`src/rtl/jtbubl_irq_pkg.sv`:
```
// ============================================================================
// jtbubl_irq_pkg : shared encodings and counter-width helper for jtbubl_irqctl
// Rev 1.0 - initial release
// ============================================================================
`default_nettype none

package jtbubl_irq_pkg;

  localparam logic [0:0] ST_RUN  = 1'b0;
  localparam logic [0:0] ST_HOLD = 1'b1;

  localparam logic MODE_LATCH = 1'b0;
  localparam logic MODE_PULSE = 1'b1;

  // Bits needed to hold the values 0..n-1, never less than one bit.
  function automatic int cnt_w(input int n);
    return (n <= 2) ? 1 : $clog2(n);
  endfunction

endpackage

`default_nettype wire

```
`src/rtl/jtbubl_irq_chan.sv`:
```
// ============================================================================
// jtbubl_irq_chan : one interrupt channel (edge detect, pending, pulse timer, mask)
// Rev 1.0 - initial release
// ============================================================================
`default_nettype none

module jtbubl_irq_chan
  import jtbubl_irq_pkg::*;
#(
  parameter int STRETCH = 16
) (
  input  logic clk,
  input  logic rst_n,
  input  logic cen,
  input  logic src,
  input  logic mode,
  input  logic mask,
  input  logic ack,
  input  logic flush,
  output logic irq_n,
  output logic pending
);

  localparam int               c_cw   = cnt_w(STRETCH);
  localparam logic [c_cw-1:0]  c_load = c_cw'(STRETCH - 1);

  logic            r_prev;
  logic            r_mode;
  logic            r_pend;
  logic            r_irq_n;
  logic [c_cw-1:0] r_cnt;

  logic            w_edge;
  logic            w_mode_chg;
  logic            w_pend;
  logic [c_cw-1:0] w_cnt;

  always_comb begin
    w_edge     = src & ~r_prev;
    w_mode_chg = (mode != r_mode) & r_pend;
    w_pend     = r_pend;
    w_cnt      = r_cnt;
    if (flush || w_mode_chg) begin
      w_pend = 1'b0;
      w_cnt  = '0;
    end else if (mode == MODE_LATCH) begin
      // A new edge wins over a same-tick ack so the event is not lost
      w_pend = w_edge | (r_pend & ~ack);
      w_cnt  = '0;
    end else if (w_edge) begin
      w_pend = 1'b1;
      w_cnt  = c_load;
    end else if (r_pend) begin
      if (r_cnt == '0) w_pend = 1'b0;
      else             w_cnt  = r_cnt - 1'b1;
    end
  end

  always_ff @(posedge clk or negedge rst_n) begin
    if (!rst_n) begin
      r_prev  <= 1'b0;
      r_mode  <= MODE_LATCH;
      r_pend  <= 1'b0;
      r_cnt   <= '0;
      r_irq_n <= 1'b1;
    end else if (cen) begin
      r_prev  <= src;
      r_mode  <= mode;
      r_pend  <= w_pend;
      r_cnt   <= w_cnt;
      r_irq_n <= ~(w_pend & ~mask);
    end
  end

  assign irq_n   = r_irq_n;
  assign pending = r_pend;

endmodule

`default_nettype wire

```
`src/rtl/jtbubl_irqctl.sv`:
```
// ============================================================================
// jtbubl_irqctl : CH-channel interrupt controller with LVBL frame watchdog
// Rev 1.0 - initial release
// ============================================================================
`default_nettype none

module jtbubl_irqctl
  import jtbubl_irq_pkg::*;
#(
  parameter int CH       = 3,
  parameter int STRETCH  = 16,
  parameter int WDOG_W   = 8,
  parameter int WDOG_LIM = 128,
  parameter int RST_LEN  = 8
) (
  input  logic          clk,
  input  logic          rst_n,
  input  logic          cen,
  input  logic          LVBL,
  input  logic [CH-1:0] irq_src,
  input  logic [CH-1:0] irq_mode,
  input  logic [CH-1:0] irq_mask,
  input  logic [CH-1:0] irq_ack,
  input  logic          wdog_en,
  input  logic          wdog_clr,
  output logic [CH-1:0] irq_n,
  output logic [CH-1:0] pending,
  output logic          cpu_rst_n
);

  localparam int                c_tw        = cnt_w(RST_LEN);
  localparam logic [c_tw-1:0]   c_tick_last = c_tw'(RST_LEN - 1);
  localparam logic [WDOG_W-1:0] c_lim       = WDOG_W'(WDOG_LIM);

  logic [0:0]        r_state;
  logic [0:0]        w_state;
  logic [c_tw-1:0]   r_tick;
  logic [c_tw-1:0]   w_tick;
  logic [WDOG_W-1:0] r_count;
  logic [WDOG_W-1:0] w_count;
  logic              r_lvbl;
  logic              r_cpu_rst_n;
  logic              w_lvbl_edge;
  logic              w_cpu_rst_n;
  logic              w_flush;

  always_ff @(posedge clk or negedge rst_n) begin
    if (!rst_n) begin
      r_state     <= ST_HOLD;
      r_tick      <= '0;
      r_count     <= '0;
      r_lvbl      <= 1'b0;
      r_cpu_rst_n <= 1'b0;
    end else if (cen) begin
      r_state     <= w_state;
      r_tick      <= w_tick;
      r_count     <= w_count;
      r_lvbl      <= LVBL;
      r_cpu_rst_n <= w_cpu_rst_n;
    end
  end

  always_comb begin
    w_lvbl_edge = LVBL & ~r_lvbl;
    w_state     = r_state;
    w_tick      = r_tick;
    w_count     = r_count;
    case (r_state)
      ST_RUN: begin
        // A kick outranks a frame edge landing on the same tick
        if (wdog_clr) begin
          w_count = '0;
        end else if (w_lvbl_edge && wdog_en && (r_count != '1)) begin
          w_count = r_count + 1'b1;
          if (w_count == c_lim) begin
            w_state = ST_HOLD;
            w_tick  = '0;
            w_count = '0;
          end
        end
      end
      default: begin
        if (r_tick == c_tick_last) begin
          w_state = ST_RUN;
          w_tick  = '0;
          w_count = '0;
        end else begin
          w_tick = r_tick + 1'b1;
        end
      end
    endcase
  end

  always_comb begin
    w_cpu_rst_n = (w_state == ST_RUN);
    w_flush     = (r_state == ST_RUN) && (w_state == ST_HOLD);
  end

  assign cpu_rst_n = r_cpu_rst_n;

  for (genvar gi = 0; gi < CH; gi++) begin : g_chan
    jtbubl_irq_chan #(
      .STRETCH (STRETCH)
    ) u_chan (
      .clk     (clk),
      .rst_n   (rst_n),
      .cen     (cen),
      .src     (irq_src[gi]),
      .mode    (irq_mode[gi]),
      .mask    (irq_mask[gi]),
      .ack     (irq_ack[gi]),
      .flush   (w_flush),
      .irq_n   (irq_n[gi]),
      .pending (pending[gi])
    );
  end

endmodule

`default_nettype wire

```
`config.mk`:
```
export PLATFORM = sky130hd
export DESIGN_NAME = jtbubl_irqctl
export DESIGN_NICKNAME = d
export VERILOG_FILES = /design/src/rtl/jtbubl_irq_pkg.sv /design/src/rtl/jtbubl_irq_chan.sv /design/src/rtl/jtbubl_irqctl.sv
export SDC_FILE = /design/constraint.sdc
export NUM_CORES = 1
export LEC_CHECK = 0
export ABC_AREA = 1
export CAP_MARGIN = 20
export CORE_ASPECT_RATIO = 2
export CORE_MARGIN = 8
export CORE_UTILIZATION = 60
export CTS_BUF_LIST = sky130_fd_sc_hd__clkbuf_2
export DETAILED_ROUTE_END_ITERATION = 10
export HOLD_SLACK_MARGIN = 0.12
export PLACE_DENSITY_LB_ADDON = 0.25
export SYNTH_ARGS = -nofsm -noshare
export SYNTH_HDL_FRONTEND = slang
export SYNTH_SLANG_ARGS = --single-unit
```
`constraint.sdc`:
```
create_clock -name clk -period 4.4 [get_ports clk]
set_clock_uncertainty 0.05 [all_clocks]
set_input_delay 0.88 -clock clk [delete_from_list [all_inputs] [get_ports clk]]
set_output_delay 0.88 -clock clk [all_outputs]
set_load 0.05 [all_outputs]
```
==> results of run 1 <==
## power breakdown
part | total [mW] | switching [mW] | internal, mW | leakage [nW]
clock network | 0.157 | 0.114 | 0.0426 | 0.0306
registers | 0.514 | 0.0693 | 0.445 | 0.480
logic | 0.515 | 0.318 | 0.197 | 0.745
total | 1.19 | 0.502 | 0.684 | 1.26
## kinds of logic (layout without fill, tap and decap cells)
group,count (synthesis),count (layout)
adder cells (fa/ha/maj),6,6
buffers and inverters,48,69
AO/OA/AOI/OAI,55,55
AND/OR/NAND/NOR,157,157
flip-flops,38,38
XOR/XNOR,2,2
## how the worst min path moves through the flow
stage                                 to  cells past startpoint  slack [ns]                      start
2_1_floorplan  g_chan[0].u_chan.r_cnt[2]                      2        0.39  g_chan[0].u_chan.r_cnt[2]
6_report          g_chan[2].u_chan.irq_n                      2        0.44     g_chan[2].u_chan.irq_n
3_5_place_dp   g_chan[0].u_chan.r_cnt[2]                      2        0.41  g_chan[0].u_chan.r_cnt[2]
4_1_cts           g_chan[0].u_chan.irq_n                      2        0.44     g_chan[0].u_chan.irq_n
5_1_grt           g_chan[2].u_chan.irq_n                      2        0.46     g_chan[2].u_chan.irq_n
3_3_place_gp   g_chan[0].u_chan.r_cnt[2]                      2        0.40  g_chan[0].u_chan.r_cnt[2]
## layer usage
| layer | share of wire, % | GRT usage [%] |
|---|---|---|
| met1 | 39 | 17.3 |
| met2 | 57 | 31.5 |
| met3 | 2.2 | 2.97 |
| met4 | 2.4 | 9.47 |
| met5 | 0 | 0 |
## state kept, by name, indices dropped and copies added (netlist names)
signal,count
g_chan.u_chan.pending,3
cpu_rst_n,1
r_lvbl,1
r_count,8
g_chan.u_chan.irq_n,3
r_state,1
g_chan.u_chan.r_prev,3
g_chan.u_chan.r_mode,3
g_chan.u_chan.r_cnt,12
r_tick,3
## worst reg2reg max path, delay by kind of cell, from the launching register on
| kind | cells | cell delay (ns) |
|---|---|---|
| DFF | 1 | 0.45 |
| adders and majority gates | 1 | 0.24 |
| and+or+nand+nor | 10 | 1.47 |
| buffers and inverters | 1 | 0.11 |
## final cells by class
cell class / instances / area [µm²]
Clock buffer: 7 / 35.0
Fill cell: 356 / 1200
Timing Repair Buffer: 25 / 243
Inverter: 36 / 135
Multi-Input combinational cell: 220 / 1170
Clock inverter: 1 / 3.75
Tap cell: 51 / 63.8
Sequential cell: 38 / 956
## cells in the final DEF (no fill, tap or decap), drive strengths merged
| master | n |
|---|---|
| a21oi | 11 |
| a22o | 1 |
| a22oi | 1 |
| a311oi | 2 |
| a31oi | 1 |
| buf | 2 |
| clkbuf | 7 |
| clkdlybuf4s50 | 23 |
| clkinv | 1 |
| dfrtp | 34 |
| dfstp | 4 |
| ha | 6 |
| inv | 36 |
| nand2 | 100 |
| nand3 | 26 |
| nand4 | 6 |
| nor2 | 21 |
| nor3 | 2 |
| o21a | 2 |
| o21ai | 32 |
| o21bai | 4 |
| o31ai | 1 |
| or2 | 2 |
| xor2 | 2 |
==> results.yml, run 1 <==
die:
  ios: 25
  coreArea_mm2: 0.00380
  die_y_um: 104
  die-area_mm2: 0.00627
  die_w_um: 60.1
  placementRows: 32
  start_util_pct: 61.5
worst_setup_path:
  worstSetupStartpointType: "flip-flop"
  r2r_slack_ns: 2.00
  cp_max_fo: 2
  reg2reg_to: "g_chan[1].u_chan.r_cnt[2]"
  cp_slowest_cell: "clkdlybuf4s50_1"
  rr_worst_depth: 12
  path_buf_inv: 1
  slowest_delay_ns: 0.80
  cp.depth: 1
  worst-endpoint-arrival_ns: 1.77
  endpoint_kind: "output port"
  endpoint: "irq_n[0]"
  critPathRequiredTime_ns: 3.47
  critPathKind: "reg2out"
  cpLargestDelayFamily: "buffers and inverters"
  crit_chain: "clkdlybuf4s50_1"
  r2r-start: "r_count[1]"
  startpoint: "g_chan[0].u_chan.irq_n"
synth:
  synth_flop_cell: "dfrtp_1"
  synthMuxAreaShare_pct: 0
  yosysTopAreaCell: "dfrtp_1"
  ys_ff_latch: 38
  synth_simple_gate_area_share_pct: 32.1
  synth_cell_type_count: 35
  synth_compound_area_share_pct: 13.8
  syn-cell-area_mm2: 0.00234
  yosysWarnings: 0
  ys_seq_area_share_pct: 40.9
  synth_top_family_by_area: "simple AND/OR/NAND/NOR gates"
  yosysTopAreaCellShare_pct: 36.4
  synthCells: 306
  synth.avg_cell_area_um2: 7.64
  syn_nets: 330
  synthTopCellsByCount: "nand2_1 (92), inv_1 (35), dfrtp_1 (34)"
  synthArstFlopShare_pct: 100
  synthAdderAreaFrac_pct: 3.21
  yosysMostFrequentCell: "nand2_1"
  synth_edf_count: 0
  synth.area.top_cells: "dfrtp_1 (36%), nand2_1 (15%), o21ai_0 (5.8%), inv_1 (5.6%), nand3_1 (4.7%)"
  synthXorXnorAreaFrac_pct: 0.749
timing:
  rsz0062_at_grt: "false"
  max_freq_mhz: 370
  slew_headroom_pct: 43.2
  fin_ws_ns: 1.70
  hold_ws_ns: 0.442
  tightest_slew_ns: 0.852
  hold_viol: 0
  period_needed_ns: 2.70
  period_share_pct: 61.4
  setup_violations: 0
  fin_tns_setup_ns: 0
  final_max_slew_viol_count: 0
cells_and_area:
  drive_above_1_share_pct: 11.3
  fin_area_mm2: 0.00260
  instances_no_fill: 378
  final_nets: 350
  syn2layout_area_growth_pct: 11.3
  n_antenna_cell: 0
  finish.utilization_pct: 68.4
global_route:
  antenna_found_initial: 0
  grt_max_degree: 39
  grt.total_usage_pct: 17.4
  grt_pass1_wl_um: 8630
  grt_pass1_vias: 2048
  grt_overflow: 0
outcome:
  status: "completed"
route:
  drtIter0Drc: 97
  drc: 0
  first_pass_iters: 4
  vias_per_cell: 5.27
  wl_per_cell_um: 13.3
  vias: 1993
  finalWirelength_um: 5040
  ant_nets: 0
clocking:
  cts.clk_slew.worst_paths_ns: 0.21
  cts_buffer_depth: 2
  htree_levels: 2
  root_buffer: "clkbuf_2"
  cts_sinks: 38
  cts_tree: "built"
  clkLatencyLatePin_ns: 0.38
  cts_hold_buf: 0
  cts_resized: 0
  cts_buffers: 5
  post_cts_buffers: 0
job:
  drv_cap: 0
placed_design:
  placed_cells: 370
  dp_hpwl_um: 3870
  portBuffers: 24
  post-place-ws_ns: 1.32
  placed_area_mm2: 0.00256
  gp_congestion: 0.898
power:
  power.density_mw_per_mm2: 456
  ir_drop_v: 0.000261
  power_mw: 1.19
  leakagePower_nw: 1.26
min_path:
  hp-class: "reg2reg"
Note: power is estimated with default switching activity, not from simulation.
==> run 2: changes to the inputs <==
CORE_UTILIZATION = 53   (was 60)
clock period = 2.4 ns   (was 4.4 ns; I/O delays follow)
==> results.yml, run 2 (synthesis results as in run 1) <==
outcome:
  status: "completed"
route:
  vias: 2028
  vias_per_cell: 5.23
  drc: 0
  wl_per_cell_um: 13.5
  first_pass_iters: 4
  drtIter0Drc: 83
  finalWirelength_um: 5230
  ant_nets: 0
die:
  die_w_um: 63.0
  coreArea_mm2: 0.00430
  placementRows: 34
  ios: 25
  die-area_mm2: 0.00692
  die_y_um: 110
  start_util_pct: 54.4
clocking:
  cts_tree: "built"
  htree_levels: 2
  root_buffer: "clkbuf_2"
  cts.clk_slew.worst_paths_ns: 0.21
  cts_buffer_depth: 2
  cts_sinks: 38
  cts_buffers: 5
  clkLatencyLatePin_ns: 0.40
worst_setup_path:
  cpLargestDelayFamily: "buffers and inverters"
  cp_max_fo: 2
  slowest_delay_ns: 0.80
  cp_slowest_cell: "clkdlybuf4s50_1"
  worstSetupStartpointType: "flip-flop"
  endpoint_kind: "output port"
  crit_chain: "clkdlybuf4s50_1"
  path_buf_inv: 1
  worst-endpoint-arrival_ns: 1.79
  critPathRequiredTime_ns: 1.87
  critPathKind: "reg2out"
power:
  leakagePower_nw: 1.30
  power.density_mw_per_mm2: 860
  ir_drop_v: 0.000560
timing:
  fin_ws_ns: 0.0823
  slew_headroom_pct: 44.6
  period_share_pct: 96.6
  period_needed_ns: 2.32
  setup_violations: 0
  fin_tns_setup_ns: 0
  final_max_slew_viol_count: 0
  rsz0062_at_grt: "false"
  tightest_slew_ns: 0.830
  max_freq_mhz: 431
  hold_viol: 0
placed_design:
  post-place-ws_ns: 0.145
  gp_congestion: 0.862
  portBuffers: 24
  dp_hpwl_um: 4110
global_route:
  grt_pass1_vias: 2158
  grt_pass1_wl_um: 9360
  grt_max_degree: 39
  grt.total_usage_pct: 16.7
  grt_overflow: 0
  antenna_found_initial: 0
cells_and_area:
  final_nets: 357
  regArea_um2: 956
  syn2layout_area_growth_pct: 15.0
  final_common_cell: "nand2_1"
  n_antenna_cell: 0
  reg_top3: "g_chan.u_chan.r_cnt: 12 flops, r_count: 8 flops"
  finish.utilization_pct: 62.6
  n_fill_cell: 409
  multi_input_area_mm2: 0.00117
  final_cell_mix: "nand2_1 (92), inv_1 (35), dfrtp_1 (34)"
  drive_above_1_share_pct: 13.2
  regMostFlops: "g_chan.u_chan.r_cnt"
  largest_register_ffs: 12
job:
  drv_cap: 0
min_path:
  hp-class: "reg2reg"
run 2: final cells by class:
cell class	instances	area share (%)
Clock inverter	2	1.40
Inverter	36	5.02
Multi-Input combinational cell	220	43.3
Clock buffer	6	1.12
Tap cell	54	2.51
Timing Repair Buffer	32	11.1
Sequential cell	38	35.5
run 2: per-stage QoR:
| stage | hold slack, ns | instance area (µm²) | power (mW) | cells |
|---|---|---|---|---|
| 2_1_floorplan | 0.134 | 2340 | 1.66 | 306 |
| 3_3_place_gp | 0.408 | 2610 | 1.90 | 379 |
| 3_5_place_dp | 0.410 | 2610 | 1.93 | 379 |
| 4_1_cts | 0.450 | 2690 | 2.34 | 388 |
| 5_1_grt | 0.459 | 2690 | 2.51 | 388 |
| 6_report | 0.443 | 2690 | 2.31 | 388 |
run 2: power by group:
| part | switching (mW) | internal [mW] | total (mW) | leakage (nW) |
|---|---|---|---|---|
| logic | 0.594 | 0.380 | 0.974 | 0.777 |
| clock network | 0.214 | 0.180 | 0.394 | 0.0392 |
| registers | 0.131 | 0.815 | 0.947 | 0.480 |
| total | 0.939 | 1.38 | 2.31 | 1.30 |
run 2: layer usage:
layer / GRT usage, % / up-vias / share of wire (%)
met5: 0 / - / 0
li1: - / 1038 / -
met4: 10.0 / 0 / 3.3
met1: 15.2 / 947 / 37
met2: 33.0 / 30 / 57
met3: 3.27 / 13 / 2.8
run 2: tightest hold or removal path, delay by kind of cell, from the launching register on:
kind | cells | cell delay (ns)
flip-flops | 1 | 0.41
AND/OR/NAND/NOR | 2 | 0.11
run 2: path summary, 6_finish.rpt:
path                                             start                        end  slack [ns]  cells after the start
worst max-delay path            g_chan[2].u_chan.irq_n                   irq_n[2]        0.08                      1
worst min-delay path            g_chan[0].u_chan.irq_n     g_chan[0].u_chan.irq_n        0.44                      2
worst max register to register              r_count[1]  g_chan[0].u_chan.r_cnt[1]        0.35                     13
worst min register to register  g_chan[0].u_chan.irq_n     g_chan[0].u_chan.irq_n        0.44                      2
max in group asynchronous                        rst_n  g_chan[0].u_chan.r_cnt[1]        1.12                      2
min in group asynchronous                        rst_n                 r_count[1]        0.63                      2
run 2: timing repair:
action                     in CTS  in global routing
hold endpoints to repair       20                  0
gates resized for setup         0                  0
setup buffers                   0                  0
setup endpoints to repair       0                  0
hold buffers                    1                  0
==> run 3: changes to the inputs <==
==> constraint.sdc (replaced) <==
create_clock -name clk -period 2.4 [get_ports clk]
set_clock_uncertainty 0.05 [all_clocks]
set_input_delay 0.24 -clock clk [delete_from_list [all_inputs] [get_ports clk]]
set_output_delay 0.24 -clock clk [all_outputs]
set_load 0.05 [all_outputs]
==> results.yml, run 3 (synthesis results as in run 1) <==
clocking:
  cts_tree: "built"
  cts_buffers: 5
  clkLatencyLatePin_ns: 0.39
  cts_buffer_depth: 2
  root_buffer: "clkbuf_2"
  cts_resized: 0
  cts_sinks: 38
  post_cts_buffers: 0
  htree_levels: 2
  cts.clk_slew.worst_paths_ns: 0.22
route:
  m1WireLength_um: 1890
  finalWirelength_um: 5140
  top_layer_used: "met4"
  vias_per_cell: 5.34
  met2_length_um: 3000
  met3_length_um: 143
  drtIter0Drc: 81
  drc: 0
  ant_nets: 0
  vias: 2057
  wl_per_cell_um: 13.4
  first_pass_iters: 4
cells_and_area:
  syn2layout_area_growth_pct: 12.9
  final_cell_mix: "nand2_1 (92), inv_1 (35), dfrtp_1 (34)"
  regMostFlops: "g_chan.u_chan.r_cnt"
  largest_register_ffs: 12
  reg_top3: "g_chan.u_chan.r_cnt: 12 flops, r_count: 8 flops"
  final_nets: 354
  n_antenna_cell: 0
  final_common_cell: "nand2_1"
  drive_above_1_share_pct: 12.1
worst_setup_path:
  rr_worst_depth: 13
  cp.depth: 1
  cpLargestDelayFamily: "buffers and inverters"
  worst-endpoint-arrival_ns: 1.76
  crit_chain: "clkdlybuf4s50_1"
  critPathRequiredTime_ns: 2.11
  cp_slowest_cell: "clkdlybuf4s50_1"
  slowest_delay_ns: 0.79
  reg2reg_to: "g_chan[2].u_chan.r_cnt[3]"
  r2r_slack_ns: 0.42
  cp_max_fo: 2
  critPathKind: "reg2out"
  endpoint_kind: "output port"
  r2r-start: "r_count[0]"
  path_buf_inv: 1
  worstSetupStartpointType: "flip-flop"
timing:
  hold_viol: 0
  period_needed_ns: 2.05
  final_max_slew_viol_count: 0
  setup_violations: 0
  max_freq_mhz: 487
  rsz0062_at_grt: "false"
  tightest_slew_ns: 0.830
  fin_tns_setup_ns: 0
  hold_ws_ns: 0.370
  period_share_pct: 85.6
  slew_headroom_pct: 44.7
die:
  start_util_pct: 54.4
  coreArea_mm2: 0.00430
  die_y_um: 110
  placementRows: 34
  ios: 25
  die-area_mm2: 0.00692
  die_w_um: 63.0
min_path:
  min_to: "g_chan[1].u_chan.irq_n"
  min_from: "irq_mask[1]"
  hold_depth: 3
  hp-class: "in2reg"
job:
  drv_cap: 0
global_route:
  grt.total_usage_pct: 15.6
  antenna_found_initial: 0
  grt_max_degree: 39
  grt_overflow: 0
  grt_pass1_wl_um: 8710
  grt_pass1_vias: 2098
placed_design:
  gp_congestion: 0.852
  dp_hpwl_um: 4000
  portBuffers: 24
power:
  ir_drop_v: 0.000528
  leakagePower_nw: 1.27
  power.density_mw_per_mm2: 823
outcome:
  status: "completed"
==> run 3: changes by cell type in the layout (fill, tap and decap cells not counted), sizes merged <==
| cell | previous run | this run |
|---|---|---|
| buf | 8 | 5 |
| bufinv | 1 | 0 |
| clkinv | 0 | 2 |
| clkbuf | 6 | 5 |
==> run 3: where the power goes <==
part           total, mW  switching (mW)  leakage, nW  internal (mW)
logic              0.943           0.581        0.762          0.362
clock network      0.288           0.221       0.0264         0.0666
registers          0.943           0.128        0.480          0.815
total               2.17           0.930         1.27           1.24
==> run 3: worst reg2reg max path: stages (launching register included) <==
cell     delay [ns]
dfrtp_1        0.46
ha_1           0.22
nand2_1        0.07
inv_1          0.13
nand2_1        0.07
nand2_1        0.10
nand3_2        0.10
nor2_4         0.11
nand4_2        0.10
buf_4          0.19
nand3_4        0.09
nand2_4        0.07
nand2_1        0.07
nand2_1        0.05
==> run 3: through the flow <==
stage               instances  power (mW)  util, %  setup WS (ns)  area (µm²)
CTS                       385        2.20     61.5          0.308        2640
global route              385        2.35     61.5          0.213        2640
global placement          376        1.87     60.3          0.483        2590
detailed placement        376        1.90     60.3          0.460        2590
floorplan                 306        1.66        -          0.707        2340
finish                    385        2.17     61.5          0.346        2640
==> run 3: per-layer routing <==
metal,vias to the layer above,track usage (%)
li1,1035,-
met1,972,13.2
met2,38,32.5
met3,12,3.27
met4,0,7.88
met5,-,0
==> run 3: cell type report <==
class | count | area (µm²)
Tap cell | 54 | 67.6
Timing Repair Buffer | 29 | 275
Clock inverter | 3 | 16.3
Sequential cell | 38 | 956
Inverter | 36 | 135
Multi-Input combinational cell | 220 | 1170
Clock buffer | 5 | 25.0
Fill cell | 415 | 1660
==> run 3: worst max path at each step <==
| stage | startpoint | to | slack (ns) |
|---|---|---|---|
| global placement | r_count[0] | g_chan[2].u_chan.r_cnt[1] | 0.48 |
| global route | r_count[0] | g_chan[2].u_chan.r_cnt[1] | 0.21 |
| CTS | g_chan[0].u_chan.irq_n | irq_n[0] | 0.31 |
| detailed placement | r_count[0] | g_chan[2].u_chan.r_cnt[2] | 0.46 |
| finish | g_chan[0].u_chan.irq_n | irq_n[0] | 0.35 |
| floorplan | r_count[0] | g_chan[0].u_chan.r_cnt[3] | 0.71 |
==> run 3: repair_timing <==
item                                   4_1_cts  5_1_grt
hold buffers                                 1        0
setup endpoints to repair                    0        0
endpoints found under the hold margin       34        0
